## src/rtl/uart_rx_capture_if.sv

```systemverilog
// Read-side bundle of the UART receive FIFO: pop request, head data and status flags.
interface uart_rx_capture_if #(
  parameter int DATA_BITS = 8
);
  logic                 rd_en;
  logic [DATA_BITS-1:0] rd_data;
  logic                 rd_valid;
  logic                 fifo_full;

  modport master (output rd_en, input rd_data, rd_valid, fifo_full);
  modport slave  (input rd_en, output rd_data, rd_valid, fifo_full);
endinterface

```

## src/rtl/uart_rx_capture.sv

```systemverilog
// Oversampling UART receiver with optional parity, FWFT receive FIFO, LED mirror
// and saturating error counter.
module uart_rx_capture #(
  parameter int                   CLKS_PER_BIT = 434,
  parameter int                   DATA_BITS    = 8,
  parameter int                   PARITY       = 0,
  parameter int                   FIFO_DEPTH   = 8,
  parameter logic [DATA_BITS-1:0] ERR_LED      = '1
) (
  input  logic                 clock,
  input  logic                 reset,
  input  logic                 rx,
  uart_rx_capture_if.slave     rd,
  output logic [DATA_BITS-1:0] LEDS,
  output logic                 frame_error,
  output logic                 parity_error,
  output logic                 overrun,
  output logic [7:0]           error_count
);

  localparam int CW = $clog2(CLKS_PER_BIT);
  localparam int BW = $clog2(DATA_BITS);
  localparam int AW = $clog2(FIFO_DEPTH);

  localparam logic [CW-1:0] HALF_M1  = CW'(CLKS_PER_BIT / 2 - 1);
  localparam logic [CW-1:0] FULL_M1  = CW'(CLKS_PER_BIT - 1);
  localparam logic [BW-1:0] LAST_BIT = BW'(DATA_BITS - 1);

  typedef enum logic [2:0] {
    S_IDLE,
    S_START,
    S_DATA,
    S_PARITY,
    S_STOP,
    S_BREAK
  } state_t;

  function automatic logic [7:0] sat_inc(input logic [7:0] v);
    return (v == 8'hFF) ? v : v + 8'd1;
  endfunction

  // Odd mode wants an odd count of ones over data plus parity bit, even mode an even count.
  function automatic logic parity_good(input logic [DATA_BITS-1:0] d, input logic p);
    logic ones;
    ones = ^{d, p};
    return (PARITY == 1) ? ones : ~ones;
  endfunction

  logic                 sync1_q, rxs_q;
  state_t               state_q, state_d;
  logic [CW-1:0]        cnt_q, cnt_d;
  logic [BW-1:0]        bitn_q, bitn_d;
  logic [DATA_BITS-1:0] shift_q, shift_d;
  logic                 par_ok_q, par_ok_d;
  logic                 done;

  logic [DATA_BITS-1:0] mem [FIFO_DEPTH];
  logic [AW:0]          wr_ptr_q, wr_ptr_d, rd_ptr_q, rd_ptr_d;
  logic                 empty, full, push, pop;

  logic [DATA_BITS-1:0] leds_q, leds_d;
  logic                 fe_q, fe_d, pe_q, pe_d, ov_q, ov_d;
  logic [7:0]           err_q, err_d;

  always_ff @(posedge clock) begin
    if (reset) begin
      sync1_q <= 1'b1;
      rxs_q   <= 1'b1;
    end else begin
      sync1_q <= rx;
      rxs_q   <= sync1_q;
    end
  end

  always_comb begin
    state_d  = state_q;
    cnt_d    = cnt_q;
    bitn_d   = bitn_q;
    shift_d  = shift_q;
    par_ok_d = par_ok_q;
    done     = 1'b0;
    case (state_q)
      S_IDLE: begin
        if (!rxs_q) begin
          state_d = S_START;
          cnt_d   = '0;
        end
      end
      S_START: begin
        if (cnt_q == HALF_M1) begin
          cnt_d = '0;
          if (rxs_q) begin
            state_d = S_IDLE;
          end else begin
            state_d  = S_DATA;
            bitn_d   = '0;
            par_ok_d = 1'b1;
          end
        end else begin
          cnt_d = cnt_q + 1'b1;
        end
      end
      S_DATA: begin
        if (cnt_q == FULL_M1) begin
          cnt_d   = '0;
          shift_d = {rxs_q, shift_q[DATA_BITS-1:1]};
          bitn_d  = bitn_q + 1'b1;
          if (bitn_q == LAST_BIT) state_d = (PARITY != 0) ? S_PARITY : S_STOP;
        end else begin
          cnt_d = cnt_q + 1'b1;
        end
      end
      S_PARITY: begin
        if (cnt_q == FULL_M1) begin
          cnt_d    = '0;
          par_ok_d = parity_good(shift_q, rxs_q);
          state_d  = S_STOP;
        end else begin
          cnt_d = cnt_q + 1'b1;
        end
      end
      S_STOP: begin
        if (cnt_q == FULL_M1) begin
          cnt_d   = '0;
          done    = 1'b1;
          state_d = rxs_q ? S_IDLE : S_BREAK;
        end else begin
          cnt_d = cnt_q + 1'b1;
        end
      end
      S_BREAK: begin
        if (rxs_q) state_d = S_IDLE;
      end
      default: state_d = S_IDLE;
    endcase
  end

  assign empty = (wr_ptr_q == rd_ptr_q);
  assign full  = (wr_ptr_q[AW] != rd_ptr_q[AW]) && (wr_ptr_q[AW-1:0] == rd_ptr_q[AW-1:0]);
  assign pop   = rd.rd_en && !empty;

  // A full FIFO still accepts the character when the same cycle frees a slot.
  always_comb begin
    push   = 1'b0;
    fe_d   = 1'b0;
    pe_d   = 1'b0;
    ov_d   = 1'b0;
    leds_d = leds_q;
    err_d  = err_q;
    if (done) begin
      if (!rxs_q) begin
        fe_d   = 1'b1;
        leds_d = ERR_LED;
        err_d  = sat_inc(err_q);
      end else if (!par_ok_q) begin
        pe_d   = 1'b1;
        leds_d = ERR_LED;
        err_d  = sat_inc(err_q);
      end else begin
        leds_d = shift_q;
        if (!full || pop) begin
          push = 1'b1;
        end else begin
          ov_d  = 1'b1;
          err_d = sat_inc(err_q);
        end
      end
    end
  end

  assign wr_ptr_d = wr_ptr_q + {{AW{1'b0}}, push};
  assign rd_ptr_d = rd_ptr_q + {{AW{1'b0}}, pop};

  always_ff @(posedge clock) begin
    if (reset) begin
      state_q  <= S_IDLE;
      cnt_q    <= '0;
      bitn_q   <= '0;
      shift_q  <= '0;
      par_ok_q <= 1'b1;
      wr_ptr_q <= '0;
      rd_ptr_q <= '0;
      leds_q   <= '0;
      fe_q     <= 1'b0;
      pe_q     <= 1'b0;
      ov_q     <= 1'b0;
      err_q    <= '0;
    end else begin
      state_q  <= state_d;
      cnt_q    <= cnt_d;
      bitn_q   <= bitn_d;
      shift_q  <= shift_d;
      par_ok_q <= par_ok_d;
      wr_ptr_q <= wr_ptr_d;
      rd_ptr_q <= rd_ptr_d;
      leds_q   <= leds_d;
      fe_q     <= fe_d;
      pe_q     <= pe_d;
      ov_q     <= ov_d;
      err_q    <= err_d;
    end
  end

  always_ff @(posedge clock) begin
    if (push) mem[wr_ptr_q[AW-1:0]] <= shift_q;
  end

  assign rd.rd_data   = empty ? '0 : mem[rd_ptr_q[AW-1:0]];
  assign rd.rd_valid  = !empty;
  assign rd.fifo_full = full;

  assign LEDS         = leds_q;
  assign frame_error  = fe_q;
  assign parity_error = pe_q;
  assign overrun      = ov_q;
  assign error_count  = err_q;

endmodule

```

## src/flat_wrapper.sv

```systemverilog
// flat-port wrapper written by rule: the top's interface ports become plain ports
module uart_rx_capture_flat 
#(
  parameter int                   CLKS_PER_BIT = 434,
  parameter int                   DATA_BITS    = 8,
  parameter int                   PARITY       = 0,
  parameter int                   FIFO_DEPTH   = 8,
  parameter logic [DATA_BITS-1:0] ERR_LED      = '1
)
  (clock, reset, rx, LEDS, frame_error, parity_error, overrun, error_count, rd_rd_en, rd_rd_data, rd_rd_valid, rd_fifo_full);
  uart_rx_capture_if #(.DATA_BITS(DATA_BITS)) rd_i ();
  input  logic clock;
  input  logic reset;
  input  logic rx;
  output logic [DATA_BITS-1:0] LEDS;
  output logic frame_error;
  output logic parity_error;
  output logic overrun;
  output logic [7:0] error_count;
  input wire logic [$bits(rd_i.rd_en)-1:0] rd_rd_en;
  output wire logic [$bits(rd_i.rd_data)-1:0] rd_rd_data;
  output wire logic [$bits(rd_i.rd_valid)-1:0] rd_rd_valid;
  output wire logic [$bits(rd_i.fifo_full)-1:0] rd_fifo_full;
  assign rd_i.rd_en = rd_rd_en;
  assign rd_rd_data = rd_i.rd_data;
  assign rd_rd_valid = rd_i.rd_valid;
  assign rd_fifo_full = rd_i.fifo_full;
  uart_rx_capture #(.CLKS_PER_BIT(CLKS_PER_BIT), .DATA_BITS(DATA_BITS), .PARITY(PARITY), .FIFO_DEPTH(FIFO_DEPTH), .ERR_LED(ERR_LED)) u_core (.clock(clock), .reset(reset), .rx(rx), .rd(rd_i), .LEDS(LEDS), .frame_error(frame_error), .parity_error(parity_error), .overrun(overrun), .error_count(error_count));
endmodule
```

## config.mk

```make
export PLATFORM = sky130hd
export DESIGN_NAME = uart_rx_capture_flat
export DESIGN_NICKNAME = d
export VERILOG_FILES = /design/src/rtl/uart_rx_capture_if.sv /design/src/rtl/uart_rx_capture.sv /design/src/flat_wrapper.sv
export SDC_FILE = /design/constraint.sdc
export NUM_CORES = 1
export LEC_CHECK = 0
export CAP_MARGIN = 30
export CORE_ASPECT_RATIO = 1.25
export CORE_MARGIN = 2
export CORE_UTILIZATION = 30
export DETAILED_ROUTE_END_ITERATION = 16
export DONT_BUFFER_PORTS = 1
export PLACE_DENSITY_LB_ADDON = 0.15
export REMOVE_ABC_BUFFERS = 1
export SYNTH_ARGS = -nofsm -noshare
export SYNTH_HDL_FRONTEND = slang
export SYNTH_SLANG_ARGS = --single-unit
```

## constraint.sdc

```tcl
create_clock -name clock -period 4.2 [get_ports clock]
set_input_delay 0.84 -clock clock [delete_from_list [all_inputs] [get_ports clock]]
set_output_delay 0.84 -clock clock [all_outputs]
set_load 0.02 [all_outputs]
```

==> flow_summary.toml, run 1 <==
[status]
status = "finished clean"

[detailed_routing]
ant_nets = 0
vias_per_cell = 4.831
route.vias.total = 3111
finalWirelength_mm = 10.81
drtIter0Drc = 110
route.detailed.drc = 0
firstDrtPassIters = 4
wl_per_cell_um = 16.79

[clock_tree]
post-cts-setup-buffers = 0
cts_root_buffer = "clkbuf_16"
clkLatencyLatePin_ns = 0.41
clock-sinks = 117
cts_tree = "done"
htree_levels = 4
clock_path_buffers = 2
clkSlewWorstSetupHoldPaths_ns = 0.05
cts_resized = 0
ctsHoldBuffers = 0
cts_buffers = 17

[worst_setup_path]
worst-r2r-cell-count = 6
slowest_stage = "dfxtp_1"
startpoint_type = "flip-flop"
cp_max_fo = 11
cp.required_ns = 3.36
reg2reg_to = "u_core.mem[7][0]$_DFFE_PP_"
reg2reg_from = "u_core.rd_ptr_q[2]$_SDFF_PP0_"
cp-end-kind = "output pin"
cp.arrival_ns = 2.25
crit_family = "flip-flops"
slowest_delay_ns = 0.77
worstPathCellList = "xor2_1 > nor4b_2 > buf_4 > nor2_1"
criticalPathCategory = "reg -> out"
reg2reg_setup_slack_ns = 1.47
crit_buf_inv = 1

[synthesis]
synthAdderAreaFrac_pct = 2.466
synth_top_cell_area_share_pct = 37.88
ys_top_cells_by_count = "edfxtp_1 (64), nor2_1 (54), dfxtp_1 (53)"
syn-cell-area_um2 = 5074
ys.flop_type = "edfxtp_1"
synth_cell_types = 54
ys_warn_count = 0
syn-instance-count = 401
synth_most_common_cell = "edfxtp_1"
syn_avg_cell_area_um2 = 12.65
yosys.area_share.simple_pct = 16.57
synth_edf_count = 64
synth_top_area_cell = "edfxtp_1"
synth-xor-area-share_pct = 3.576
async_reset_ff_share_pct = 0
synthMuxAreaShare_pct = 11.71
ys_seq_area_share_pct = 58.79
synth_seq_cells = 117
synth_compound_area_share_pct = 4.710
netlist_top_cells_area = "edfxtp_1 (38%), dfxtp_1 (21%), mux4_2 (4.4%)"
synth_top_family_by_area = "simple AND/OR/NAND/NOR gates"

[floorplan]
rows = 53
design.core.area_um2 = 16710
initial_core_util_pct = 30.36
die_w_um = 120.3
ios = 33
die-area_um2 = 17970
die_h_um = 149.4

[power_and_ir_drop]
powerDensity_nw_per_um2 = 434.8
leakagePower_nw = 1.969
peakVddDrop_uv = 162.7

[grt]
grt_usage_pct = 12.65
grt_max_degree = 55
grt_pass1_vias = 2984
grt_pass1_wl_mm = 16.93
gr-total-overflow = 0
antenna_found_initial = 0

[timing]
slew_headroom_pct = 47.34
grt_setup_unrepaired = "false"
slew_violations = 0
fin_worst_skew_ns = 0.006598
tightest_slew_ns = 0.7789
finalSetupViolCount = 0
tns_ns = 0
fin_crit_sh_pct = 73.46
hold_viol = 0
max_freq_mhz = 324.1
fin_crit_ns = 3.085

[place]
io_buffers = 0
placedCellCount = 612
dp_hpwl_mm = 7.201
gp_congestion = 0.7788

[layout]
finalNetCount = 425
n_fill_cell = 1682
drive_gt1_share_pct = 13.68
syn_to_final_growth_pct = 16.03
stdcell_count = 644
utilization_pct = 35.23
antenna_cells = 0

[worst_hold_path]
hold_start = "u_core.sync1_q$_SDFF_PP1_"
hold-path-endpoint = "u_core.rxs_q$_SDFF_PP1_"
worst_hold_path_type = "reg -> reg"
min_path_cells = 1

[run]
maxCapViolations = 0
==> where the power goes <==
group / internal [mW] / switching [mW] / leakage (nW)
Clock: 0.862 / 0.485 / 0.262
Combinational: 0.00668 / 0.00793 / 0.688
Sequential: 1.20 / 0.00180 / 1.02
Total: 2.07 / 0.494 / 1.97
==> per-layer routing <==
metal / routed length [um] / global-route usage [%]
met5: 0 / 0
met4: 215 / 5.930
met3: 316 / 3.784
met2: 5409 / 20.85
met1: 4869 / 15.17
==> placed cells by master, fill, tap and decap left out, drive strengths merged, types with 4 or more instances in the layout <==
cell type	netlist	final
nand4	4	4
nor4	5	5
xor2	7	7
o21ai	7	7
nor2	54	54
nand2	18	18
buf	8	11
nand3b	4	4
nor4b	5	5
nand2b	4	4
xnor2	9	9
mux2i	20	20
clkbuf	12	21
edfxtp	64	64
nor3	23	23
clkinv	0	6
dfxtp	53	53
ha	10	10
a31oi	5	5
nor2b	8	8
mux4	16	16
nand3	19	19
a21oi	11	11
inv	4	4
==> how the worst max path moves through the flow <==
stage / start / to / slack (ns) / cells after the start
global placement: u_core.rd_ptr_q[2]$_SDFF_PP0_ / u_core.mem[7][2]$_DFFE_PP_ / 1.48 / 6
global route: u_core.rd_ptr_q[2]$_SDFF_PP0_ / rd_rd_data[1] / 0.97 / 4
CTS: u_core.rd_ptr_q[2]$_SDFF_PP0_ / rd_rd_data[1] / 1.04 / 4
floorplan: u_core.rd_ptr_q[0]$_SDFF_PP0_ / u_core.wr_ptr_q[1]$_SDFF_PP0_ / 1.15 / 8
finish: u_core.rd_ptr_q[2]$_SDFF_PP0_ / rd_rd_data[1] / 1.11 / 4
detailed placement: u_core.rd_ptr_q[2]$_SDFF_PP0_ / u_core.mem[7][2]$_DFFE_PP_ / 1.45 / 6
==> sequential cells by signal (all words and copies together) (netlist names), 3 cells and up <==
signal and count:
u_core.mem 64, u_core.cnt_q 9, u_core.LEDS 8, u_core.error_count 8, u_core.shift_q 8, u_core.rd_ptr_q 4, u_core.wr_ptr_q 4, u_core.bitn_q 3
u_core.state_q 3
==> metrics by stage <==
step                power [mW]  hold WS (ns)  worst slack [ns]  area (um2)
finish                   2.560        0.4055             1.115        5887
global route             2.641        0.4202            0.9696        5887
CTS                      2.594        0.4098             1.043        5887
detailed placement       1.237        0.3968             1.452        5336
global placement         1.237        0.3918             1.485        5336
floorplan                1.234        0.3895             1.152        4979
==> layout make-up <==
class	count	area, um2	area share [%]
clock buffers	21	440.4	7.481
clock inverters	11	110.1	1.870
inverters	4	15.01	0.2550
multi-input cells	260	1981	33.65
flip-flops and latches	117	2983	50.67
well taps	220	275.3	4.676
repair buffers	11	82.58	1.403
==> logic make-up (layout without fill, tap and decap cells) <==
kind of cell	count (synthesis)	after routing
AOI/OAI and AO/OA	35	35
xor gates and xnor gates	17	17
adders and majority gates	10	10
buffers and inverters	24	47
DFF	117	117
muxes	37	37
and+or+nand+nor	161	161
Note: power is estimated with default switching activity, not from simulation.
==> run 2: changes to the inputs <==
- clock period: 4.2 -> 3.15 ns (I/O delays scaled with it)
==> run 2 against run 1 <==
Die area is the same; critical endpoint is now rd_rd_data[2]; clock-buffer cell count shrank 1; via count grew 1.7%; critical path type unchanged.
==> flow_summary.toml, run 2 (same netlist as run 1, synthesis figures left out) <==
[detailed_routing]
vias_per_cell = 4.803
route.detailed.drc = 0
wl_per_cell_um = 16.64
route.vias.total = 3165
drtIter0Drc = 192
ant_nets = 0
finalWirelength_mm = 10.96
firstDrtPassIters = 4

[grt]
grt_pass1_vias = 3219
grt_max_degree = 55
grt_pass1_wl_mm = 17.93
antenna_found_initial = 0
gr-total-overflow = 0
grt_usage_pct = 13.31

[worst_setup_path]
criticalPathCategory = "reg -> out"
slowest_stage = "mux4_1"
startpoint_type = "flip-flop"
cp.required_ns = 2.52
slowest_delay_ns = 0.64
cp-end-kind = "output pin"
cp.arrival_ns = 2.03
crit_top_cell = "buf_4"
cp_max_fo = 18
worstPathCellList = "buf_4 > mux4_1 > mux2i_1 > nor2_1 > buf_4"

[layout]
drive_gt1_share_pct = 16.40
fin_area_um2 = 6046
n_fill_cell = 1668
final_common_cell = "edfxtp_1"
antenna_cells = 0
layout_common_cells = "edfxtp_1 (64), nor2_1 (54), dfxtp_1 (53)"
largest_register_ffs = 64
finalNetCount = 440
syn_to_final_growth_pct = 19.16

[clock_tree]
clkSlewWorstSetupHoldPaths_ns = 0.05
cts_tree = "done"
clock_path_buffers = 2
htree_levels = 4
post-cts-setup-buffers = 0
cts_root_buffer = "clkbuf_16"
ctsHoldBuffers = 0
clock-sinks = 117
clkLatencyLatePin_ns = 0.41
cts_resized = 0
cts_buffers = 17

[timing]
setup_ws_ns = 0.4913
tns_ns = 0
max_freq_mhz = 376.1
finalSetupViolCount = 0
grt_setup_unrepaired = "false"
tightest_slew_ns = 0.9542
fin_crit_sh_pct = 84.40
fin_crit_ns = 2.659
slew_violations = 0
slew_headroom_pct = 35.49
fin_worst_skew_ns = 0.009841
hold_viol = 0

[floorplan]
die_h_um = 149.4
rows = 53
die-area_um2 = 17970
die_w_um = 120.3
design.core.area_um2 = 16710
ios = 33
initial_core_util_pct = 30.36

[power_and_ir_drop]
powerDensity_nw_per_um2 = 591.1
leakagePower_nw = 2.072
power_mw = 3.574
peakVddDrop_uv = 236.9

[status]
status = "finished clean"

[place]
dp_hpwl_mm = 7.426
gp_congestion = 0.7567
pre_cts_ws_ns = 0.7766
placed_area_um2 = 5449
io_buffers = 0

[run]
maxCapViolations = 0

[worst_hold_path]
worst_hold_path_type = "in -> reg"
[run 2: final cells by class]
type                            count  area (um2)  area share (%)
Sequential cell                   117        2983           49.34
Multi-Input combinational cell    260        1981           32.76
Clock buffer                       20       436.7           7.223
Tap cell                          220       275.3           4.553
Timing Repair Buffer               26       195.2           3.228
Clock inverter                     12       160.2           2.649
Inverter                            4       15.01          0.2483
[run 2: final timing paths]
check	startpoint	end	slack [ns]	cells after the start
max	u_core.rd_ptr_q[0]$_SDFF_PP0_	rd_rd_data[2]	0.49	5
min	reset	u_core.error_count[4]$_SDFFE_PP0P_	0.28	1
max reg2reg	u_core.cnt_q[0]$_SDFFE_PP0P_	u_core.bitn_q[0]$_SDFFE_PP0P_	0.80	7
min reg2reg	u_core.sync1_q$_SDFF_PP1_	u_core.rxs_q$_SDFF_PP1_	0.41	1
[run 2: per-layer routing]
layer | track usage [%] | wire length [um] | up-vias | part of all wire (%)
met4 | 5.465 | 170 | 0 | 1.6
met1 | 15.49 | 4750 | 1547 | 43
met5 | 0 | 0 | - | 0
met2 | 22.13 | 5507 | 57 | 50
met3 | 4.969 | 535 | 16 | 4.9
li1 | - | - | 1545 | -
[run 2: stage by stage]
step                      cells  util [%]  hold slack (ns)
after CTS                   659     36.18           0.2678
after global routing        659     36.18           0.2553
after detailed placement    627     32.61           0.4028
after global placement      627     32.61           0.4106
after floorplan             381         -           0.3895
final                       659     36.18           0.2816
[run 2: report_power, final]
group	switching (mW)	internal, mW
sequential	0.00272	1.60
combinational	0.0107	0.00920
clock	0.649	1.31
[run 2: worst max-delay path: cells and delay by family (launching register included)]
family | cells | cell delay, ns
muxes | 2 | 0.79
and+or+nand+nor | 1 | 0.06
DFF | 1 | 0.30
buffers and inverters | 2 | 0.45
==> run 3: changes to the inputs <==
- clock period: 3.15 -> 2.2 ns (I/O delays scaled with it)
==> run 3 against run 2 <==
Cell count grew 4.4%; clock-buffer cell count shrank 1; register-to-register slack lost 0.68 ns; sequential cell count is the same; core utilization grew 2.0 points; hold slack lost 0.19 ns; the flow now finishes with violations (negative setup slack); largest cell class unchanged; clock power grew 47%; worst setup slack lost 0.66 ns; first-iteration DRC count shrank 15%; sequential power grew 42%; global-route usage grew 0.67 points.
==> flow_summary.toml, run 3 (same netlist as run 1, synthesis figures left out) <==
[status]
status = "finished, violations left"
violations = "negative setup slack"

[place]
pre_cts_ws_ns = 0.05097
dp_hpwl_mm = 7.686
gp_congestion = 0.7586
io_buffers = 0
placed_area_um2 = 5657
placedCellCount = 653

[layout]
largest_register_ffs = 64
stdcell_count = 688
multi_input_area_um2 = 2014
finalNetCount = 469
syn_to_final_growth_pct = 25.80
drive_gt1_share_pct = 24.79
utilization_pct = 38.19
fin_area_um2 = 6382
antenna_cells = 0
n_fill_cell = 1660
final_common_cell = "edfxtp_1"
ff_latch_area_um2 = 2989
layout_common_cells = "edfxtp_1 (64), nor2_1 (54), dfxtp_1 (50)"

[grt]
met1_usage_pct = 16.75
grt_usage_pct = 13.98
grt_use_met3_pct = 3.784
grt_pass1_vias = 3427
antenna_found_initial = 0
top_usage_layer = "met2"
grt_max_degree = 55
grt_pass1_wl_mm = 18.93
use_met2_pct = 24.09
gr-total-overflow = 0

[timing]
tightest_slew_ns = 0.6025
tns_ns = -1.044
fin_crit_ns = 2.372
hold_viol = 0
fin_crit_sh_pct = 107.8
finalSetupViolCount = 9
slew_headroom_pct = 59.70
setup_ws_ns = -0.1723
fin_hold_ws_ns = 0.09123
slew_violations = 0
grt_setup_unrepaired = "true"
fin_worst_skew_ns = 0.01158
max_freq_mhz = 421.5

[detailed_routing]
finalWirelength_mm = 11.67
route.vias.total = 3304
vias_per_cell = 4.802
firstDrtPassIters = 4
ant_nets = 0
route.detailed.drc = 0
drtIter0Drc = 164
wl_per_cell_um = 16.97

[worst_setup_path]
worst-r2r-cell-count = 6
criticalPathCategory = "reg -> out"
startpoint_type = "flip-flop"
cp.required_ns = 1.76
reg2reg_from = "u_core.rd_ptr_q[0]$_SDFF_PP0_"
cp.arrival_ns = 1.93
reg2reg_to = "u_core.mem[2][6]$_DFFE_PP_"
cp_max_fo = 8
cp-end-kind = "output pin"
reg2reg_setup_slack_ns = 0.12

[run]
maxCapViolations = 0

[power_and_ir_drop]
peakVddDrop_uv = 432.2
pwr-share-seq_pct = 44.1
p_switching_mw = 0.9968
pwr-share-clk_pct = 55.3
power_mw = 5.184
powerDensity_nw_per_um2 = 812.2
p_sw_share_pct = 19.23
pwr-share-comb_pct = 0.7
p_int_mw = 4.187
leakagePower_nw = 2.261

[worst_hold_path]
min_path_cells = 1
hold_start = "reset"
worst_hold_path_type = "in -> reg"
hold-path-endpoint = "u_core.rd_ptr_q[3]$_SDFF_PP0_"

[floorplan]
ios = 33
die-area_um2 = 17970
die_w_um = 120.3
die_h_um = 149.4
rows = 53
design.core.area_um2 = 16710
initial_core_util_pct = 30.36

[clock_tree]
ctsHoldBuffers = 0
clkLatencyLatePin_ns = 0.42
clock_path_buffers = 2
htree_levels = 4
cts_tree = "done"
cts_buffers = 17
clkSlewWorstSetupHoldPaths_ns = 0.05
clock-sinks = 117
cts_root_buffer = "clkbuf_16"
[run 3: changes by cell type in the layout (fill, tap and decap cells not counted), moves of 3 or more]
cell / change
buf_4: +23
clkinv_4: +3
dfxtp_1: -3
clkinv_1: -3
[run 3: layout make-up]
type                    count  share of cell area [%]
well taps                 220                   4.313
clock inverters            13                   2.862
repair buffers             55                   7.410
inverters                   4                  0.2352
multi-input cells         260                   31.56
clock buffers              19                   6.783
flip-flops and latches    117                   46.83
[run 3: worst max-delay path by stage]
stage	start	to	slack, ns
final	u_core.rd_ptr_q[0]$_SDFF_PP0_	rd_rd_data[2]	-0.17
after global routing	u_core.rd_ptr_q[0]$_SDFF_PP0_	rd_rd_data[2]	-0.27
after CTS	u_core.rd_ptr_q[0]$_SDFF_PP0_	rd_rd_data[2]	-0.19
after detailed placement	u_core.cnt_q[0]$_SDFFE_PP0P_	u_core.cnt_q[7]$_SDFFE_PP0P_	0.05
after global placement	u_core.cnt_q[0]$_SDFFE_PP0P_	u_core.mem[0][3]$_DFFE_PP_	0.16
after floorplan	u_core.rd_ptr_q[0]$_SDFF_PP0_	u_core.wr_ptr_q[1]$_SDFF_PP0_	-0.85
[run 3: power groups by stage]
stage                     clock network, mW  registers (mW)  logic, mW
after detailed placement                  0            2.33     0.0348
after floorplan                           0            2.33     0.0230
after global placement                    0            2.33     0.0339
after CTS                              2.92            2.28     0.0349
final                                  2.87            2.28     0.0345
after global routing                   3.04            2.28     0.0385
[run 3: per-layer routing]
| layer | part of all wire (%) | vias to the layer above | routed length (um) |
|---|---|---|---|
| met5 | 0 | - | 0 |
| met4 | 1.5 | 0 | 180 |
| met3 | 3.6 | 16 | 425 |
| met2 | 51 | 57 | 5986 |
| met1 | 44 | 1629 | 5081 |
| li1 | - | 1602 | - |
[run 3: critical path, cell delays in order, from the launching register on]
cell and delay [ns]:
dfxtp_4 0.41, buf_12 0.16, mux4_1 0.58, mux2i_1 0.16, nor2_1 0.07, buf_4 0.15
[run 3: what timing repair did]
| item | CTS | global route |
|---|---|---|
| setup endpoints to repair | 9 | 34 |
| pin swaps | 1 | 3 |
| resized for setup | 7 | 11 |
| setup buffers | 2 | 0 |
| cloned | 1 | 0 |
